## config.mk

```make
export PLATFORM = sky130hd
export DESIGN_NAME = pingpong_ctrl
export DESIGN_NICKNAME = d
export VERILOG_FILES = /design/src/rtl/pingpong_pkg.sv /design/src/rtl/pingpong_wrap_counter.sv /design/src/rtl/pingpong_ctrl.sv
export SDC_FILE = /design/constraint.sdc
export NUM_CORES = 1
export LEC_CHECK = 0
export CORE_ASPECT_RATIO = 2
export CORE_MARGIN = 4
export CORE_UTILIZATION = 49
export DETAILED_ROUTE_END_ITERATION = 6
export MAX_ROUTING_LAYER = met4
export PLACE_DENSITY_LB_ADDON = 0.15
export SLEW_MARGIN = 20
export SYNTH_ARGS = -nofsm -noshare
export SYNTH_HDL_FRONTEND = slang
export SYNTH_SLANG_ARGS = --single-unit
```

## constraint.sdc

```tcl
create_clock -name clk -period 1.8 [get_ports clk]
set_input_delay 0.54 -clock clk [delete_from_list [all_inputs] [get_ports clk]]
set_output_delay 0.54 -clock clk [all_outputs]
set_load 0.005 [all_outputs]
```

## src/rtl/pingpong_pkg.sv

```systemverilog
// pingpong_pkg: shared constants and types for the row-buffer sequencer
package pingpong_pkg;
  localparam int ROW_PIXELS = 8;
  typedef logic [2:0] col_t;
  function automatic int row_w(input int rows);
    return $clog2(rows);
  endfunction
endpackage

```

## src/rtl/pingpong_wrap_counter.sv

```systemverilog
// wrap_counter: enabled up-counter with sync clear that wraps from MAX to 0
module wrap_counter #(
  parameter int MAX = 7,
  parameter int W   = 3
) (
  input  logic         clk,
  input  logic         rst,
  input  logic         clr,
  input  logic         en,
  output logic [W-1:0] cnt
);
  logic [W-1:0] cnt_q, cnt_d;
  always_comb cnt_d = clr ? '0 : !en ? cnt_q : (cnt_q == W'(MAX)) ? '0 : cnt_q + 1'b1;
  always_ff @(posedge clk or negedge rst)
    if (!rst) cnt_q <= '0;
    else      cnt_q <= cnt_d;
  assign cnt = cnt_q;
endmodule

```

## src/rtl/pingpong_ctrl.sv

```systemverilog
// pingpong_ctrl: sequences an 8-pixel SIPO row buffer and hands completed rows downstream
module pingpong_ctrl
  import pingpong_pkg::*;
#(
  parameter int ROWS  = 8,
  parameter int CNT_W = 16
) (
  input  logic                      clk,
  input  logic                      rst,
  input  logic                      clear,
  input  logic                      pix_valid,
  output logic                      pix_ready,
  output logic                      buf_ena,
  output logic                      buf_shiftout,
  output logic                      row_valid,
  input  logic                      row_ready,
  output logic [row_w(ROWS)-1:0]    row_idx,
  output logic                      row_last,
  output logic [CNT_W-1:0]          blocks_done,
  output logic                      busy
);
  localparam int RW = row_w(ROWS);
  col_t          col;
  logic [RW-1:0] in_row;
  logic          last_col, acc, take;
  logic          row_valid_q, row_valid_d, row_last_q, row_last_d;
  logic [RW-1:0] row_idx_q, row_idx_d;
  logic [CNT_W-1:0] blocks_done_q, blocks_done_d;
  wrap_counter #(.MAX(ROW_PIXELS - 1), .W(3)) u_col (
    .clk(clk), .rst(rst), .clr(clear), .en(acc), .cnt(col)
  );
  wrap_counter #(.MAX(ROWS - 1), .W(RW)) u_row (
    .clk(clk), .rst(rst), .clr(clear), .en(buf_shiftout), .cnt(in_row)
  );
  // a final pixel may only load the buffer once the presented row is leaving
  always_comb begin
    last_col      = col == col_t'(ROW_PIXELS - 1);
    pix_ready     = !clear && !(last_col && row_valid_q && !row_ready);
    acc           = pix_valid && pix_ready;
    buf_ena       = acc;
    buf_shiftout  = acc && last_col;
    take          = row_valid_q && row_ready;
    row_valid_d   = clear ? 1'b0 : buf_shiftout ? 1'b1 : take ? 1'b0 : row_valid_q;
    row_idx_d     = clear ? '0 : buf_shiftout ? in_row : row_idx_q;
    row_last_d    = clear ? 1'b0 : buf_shiftout ? (in_row == RW'(ROWS - 1)) : row_last_q;
    blocks_done_d = (!clear && take && row_last_q) ? blocks_done_q + 1'b1 : blocks_done_q;
  end
  always_ff @(posedge clk or negedge rst)
    if (!rst) begin
      row_valid_q   <= 1'b0;
      row_idx_q     <= '0;
      row_last_q    <= 1'b0;
      blocks_done_q <= '0;
    end else begin
      row_valid_q   <= row_valid_d;
      row_idx_q     <= row_idx_d;
      row_last_q    <= row_last_d;
      blocks_done_q <= blocks_done_d;
    end
  assign row_valid   = row_valid_q;
  assign row_idx     = row_idx_q;
  assign row_last    = row_last_q;
  assign blocks_done = blocks_done_q;
  assign busy        = (col != '0) || (in_row != '0) || row_valid_q;
endmodule
```

==> impl_metrics.json <==
{
  "crit_start": "u_row.cnt[0]$_DFFE_PN0P_",
  "final_max_slew_viol_count": 0,
  "start_util": 0.512,
  "timing.final.ws_setup_ps": -63.8,
  "dr.pass1.iters": 4,
  "clock-sinks": 27,
  "antenna_left": 0,
  "ios": 30,
  "grt_pass1_vias": 1154,
  "io_buffers": 29,
  "required_ps": 1260,
  "cp-end-kind": "output pin",
  "swShare": 0.224,
  "violations": "negative setup slack",
  "fin_tns_setup_ps": -220,
  "cp_max_fo": 2,
  "crit_cells": 5,
  "status": "finished, violations left",
  "worstMarginPinSlew_ps": 333,
  "drc_errors": 0,
  "ir_drop_mv": 0.599,
  "finalCritPeriodShare": 1.04,
  "core_um2": 2570,
  "switching_power_uw": 235,
  "worstPathArrival_ps": 1320,
  "avgRoutedWirePerCell_um": 15.0,
  "hold_buffers": 0,
  "power.internal_uw": 816,
  "clk_latency_ps": 270,
  "cts_tree": "yes",
  "diodes": 0,
  "place_area_um2": 1740,
  "numCtsBuffers": 3,
  "gr-total-overflow": 0,
  "r2r-end": "u_col.cnt[1]$_DFFE_PN0P_",
  "crit_chain": "inv_1, ha_2, nor4b_4, nand2_1, buf_2",
  "finalWirelength_um": 3110,
  "slew_headroom": 0.778,
  "die_area_um2": 3630,
  "r2r_setup_slack_ps": 130,
  "num_rows": 26,
  "rsz0062_at_grt": "true",
  "clkSlewWorstSetupHoldPaths_ps": 90,
  "final_area_um2": 1960,
  "seq_power_share": 0.587,
  "hold_viol": 0,
  "gp_congestion": 0.769,
  "p_leak_nw": 0.952,
  "clock.fmax_ghz": 0.537,
  "max_stage_delay_ps": 400,
  "p_clk_frac": 0.325,
  "p_per_area_nw_per_um2": 536,
  "cts_root_buf": "clkbuf_8",
  "hold_path.class": "reg -> reg",
  "num-fill-cells": 181,
  "drive_gt1_frac": 0.318,
  "combinationalPowerShare": 0.088,
  "ys_seq_area_frac": 0.514,
  "clockBufferDepth": 2,
  "die_x_um": 44.6,
  "syn_area_per_cell_um2": 11.0,
  "totalPowerFinal_mw": 1.05,
  "synthCells": 120,
  "fin_skew_ps": 3.63,
  "stdcell_count": 207,
  "yosys_warnings": 0,
  "grt_pass1_wl_um": 5150,
  "syn-num-nets": 132,
  "antenna_found_initial": 0,
  "grt_max_degree": 28,
  "synth.distinct_cells": 28,
  "syn_to_final_growth_pct": 49.2,
  "via_per_inst": 5.22,
  "cts_max_level": 1,
  "dp_hpwl_um": 2140,
  "ff2ff_path_depth": 8,
  "path_buf_inv": 2,
  "critPathLaunchType": "register",
  "final_nets": 192,
  "path_class": "reg -> out",
  "period_minus_slack_ps": 1860,
  "synth-seq-cells": 27,
  "holdWs_ps": 482,
  "setup_viol": 4,
  "cap_violations": 0,
  "grt_usage": 0.198,
  "critical-path-top-delay-family": "flip-flops",
  "die_y_um": 81.3,
  "cp-endpoint": "busy",
  "drtIter0Drc": 21,
  "placed_cells": 190,
  "post-place-ws_ps": -712,
  "reg2reg_from": "u_col.cnt[0]$_DFFE_PN0P_",
  "slowest_stage": "dfrtp_1",
  "postLayoutCoreUtil": 0.763,
  "vias": 1081,
  "synth_area_um2": 1320
}
cell usage after synthesis:
cell | n | area, µm²
ha_1 | 7 | 87.6
nand2_1 | 10 | 37.5
dfrtp_1 | 27 | 676
xnor2_1 | 13 | 114
nor2b_1 | 1 | 6.26
o31ai_1 | 1 | 7.51
buf_4 | 1 | 7.51
nand2b_1 | 2 | 12.5
and4b_1 | 1 | 10.0
clkbuf_1 | 1 | 3.75
nor4b_1 | 1 | 8.76
nand4b_4 | 1 | 23.8
mux2_2 | 1 | 11.3
o21ai_1 | 1 | 5.00
nor3_1 | 2 | 10.0
inv_1 | 8 | 30.0
or2_1 | 1 | 6.26
nand3b_1 | 1 | 7.51
mux2i_1 | 6 | 60.1
o21ai_0 | 2 | 10.0
xor2_1 | 2 | 17.5
nor3_2 | 1 | 10.0
nand3_1 | 7 | 35.0
o21bai_1 | 1 | 7.51
o21ba_2 | 1 | 10.0
nand4_1 | 4 | 25.0
nor2_1 | 10 | 37.5
and3_1 | 6 | 37.5
how the worst min path moves through the flow:
| stage | startpoint | end | slack (ps) | depth (start not counted) |
|---|---|---|---|---|
| after global placement | blocks_done[15]$_DFFE_PN0P_ | blocks_done[15]$_DFFE_PN0P_ | 460 | 1 |
| after floorplan | rst | blocks_done[0]$_DFFE_PN0P_ | 240 | 0 |
| after CTS | blocks_done[15]$_DFFE_PN0P_ | blocks_done[15]$_DFFE_PN0P_ | 480 | 1 |
| after global routing | blocks_done[15]$_DFFE_PN0P_ | blocks_done[15]$_DFFE_PN0P_ | 490 | 1 |
| final | blocks_done[15]$_DFFE_PN0P_ | blocks_done[15]$_DFFE_PN0P_ | 480 | 1 |
| after detailed placement | blocks_done[15]$_DFFE_PN0P_ | blocks_done[15]$_DFFE_PN0P_ | 470 | 1 |
sequential cells by signal, summed over array words and instances, names as in the netlist:
register / flops
blocks_done: 16
row_last: 1
u_row.cnt: 3
row_valid: 1
u_col.cnt: 3
row_idx: 3
power groups by stage:
| stage | clock (mW) | sequential, mW | combinational (mW) |
|---|---|---|---|
| after floorplan | 0 | 0.627 | 0.0273 |
| final | 0.341 | 0.617 | 0.0926 |
| after CTS | 0.347 | 0.617 | 0.0869 |
| after global routing | 0.368 | 0.618 | 0.104 |
| after detailed placement | 0 | 0.628 | 0.0794 |
| after global placement | 0 | 0.628 | 0.0772 |
timing repair:
item / 4_1_cts / 5_1_grt
buffers inserted: 6 / 9
hold endpoints to repair: 0 / 0
pin swaps: 6 / 2
resized for setup: 37 / 9
setup endpoints to repair: 17 / 17
metal layers:
layer	up-vias	part of all wire	wire [µm]	global-route usage
li1	521	-	-	-
met1	524	0.35	1080	0.191
met2	32	0.59	1840	0.367
met3	4	0.042	132	0.0266
met4	0	0.019	59	0.0906
met5	-	0	0	-
layout by cell type (no fill, tap or decap), types with 2 or more instances in the layout:
| cell | count |
|---|---|
| o21ai_0 | 2 |
| nand2_1 | 10 |
| nor2_1 | 10 |
| clkbuf_8 | 3 |
| dfrtp_2 | 6 |
| mux2i_1 | 6 |
| buf_4 | 28 |
| nand3_1 | 7 |
| nor3_1 | 2 |
| buf_6 | 2 |
| ha_2 | 2 |
| buf_2 | 2 |
| xnor2_1 | 13 |
| xor2_1 | 2 |
| clkdlybuf4s50_1 | 21 |
| dfrtp_1 | 21 |
| ha_1 | 4 |
| and3_1 | 4 |
| nand4_1 | 4 |
| inv_1 | 6 |
| dlygate4sd2_1 | 3 |
final cells by class:
type                    instances  area [µm²]  share of cell area
flip-flops and latches         27         683               0.348
multi-input cells              83         673               0.343
well taps                      28        35.0              0.0179
inverters                       8        32.5              0.0166
clock buffers                   3        41.3              0.0210
clock inverters                 1        5.00             0.00255
repair buffers                 57         492               0.251
cells by family (layout without fill, tap and decap cells):
group	count (synthesis)	after routing	synth area share
mux	7	7	0.0542
simple gates	48	48	0.204
xor+xnor	15	15	0.0999
flops	27	27	0.514
fa+ha+maj	7	7	0.0666
buf+inv	10	69	0.0314
compound gates	6	6	0.0304
Power figures use the tool's default switching activity.
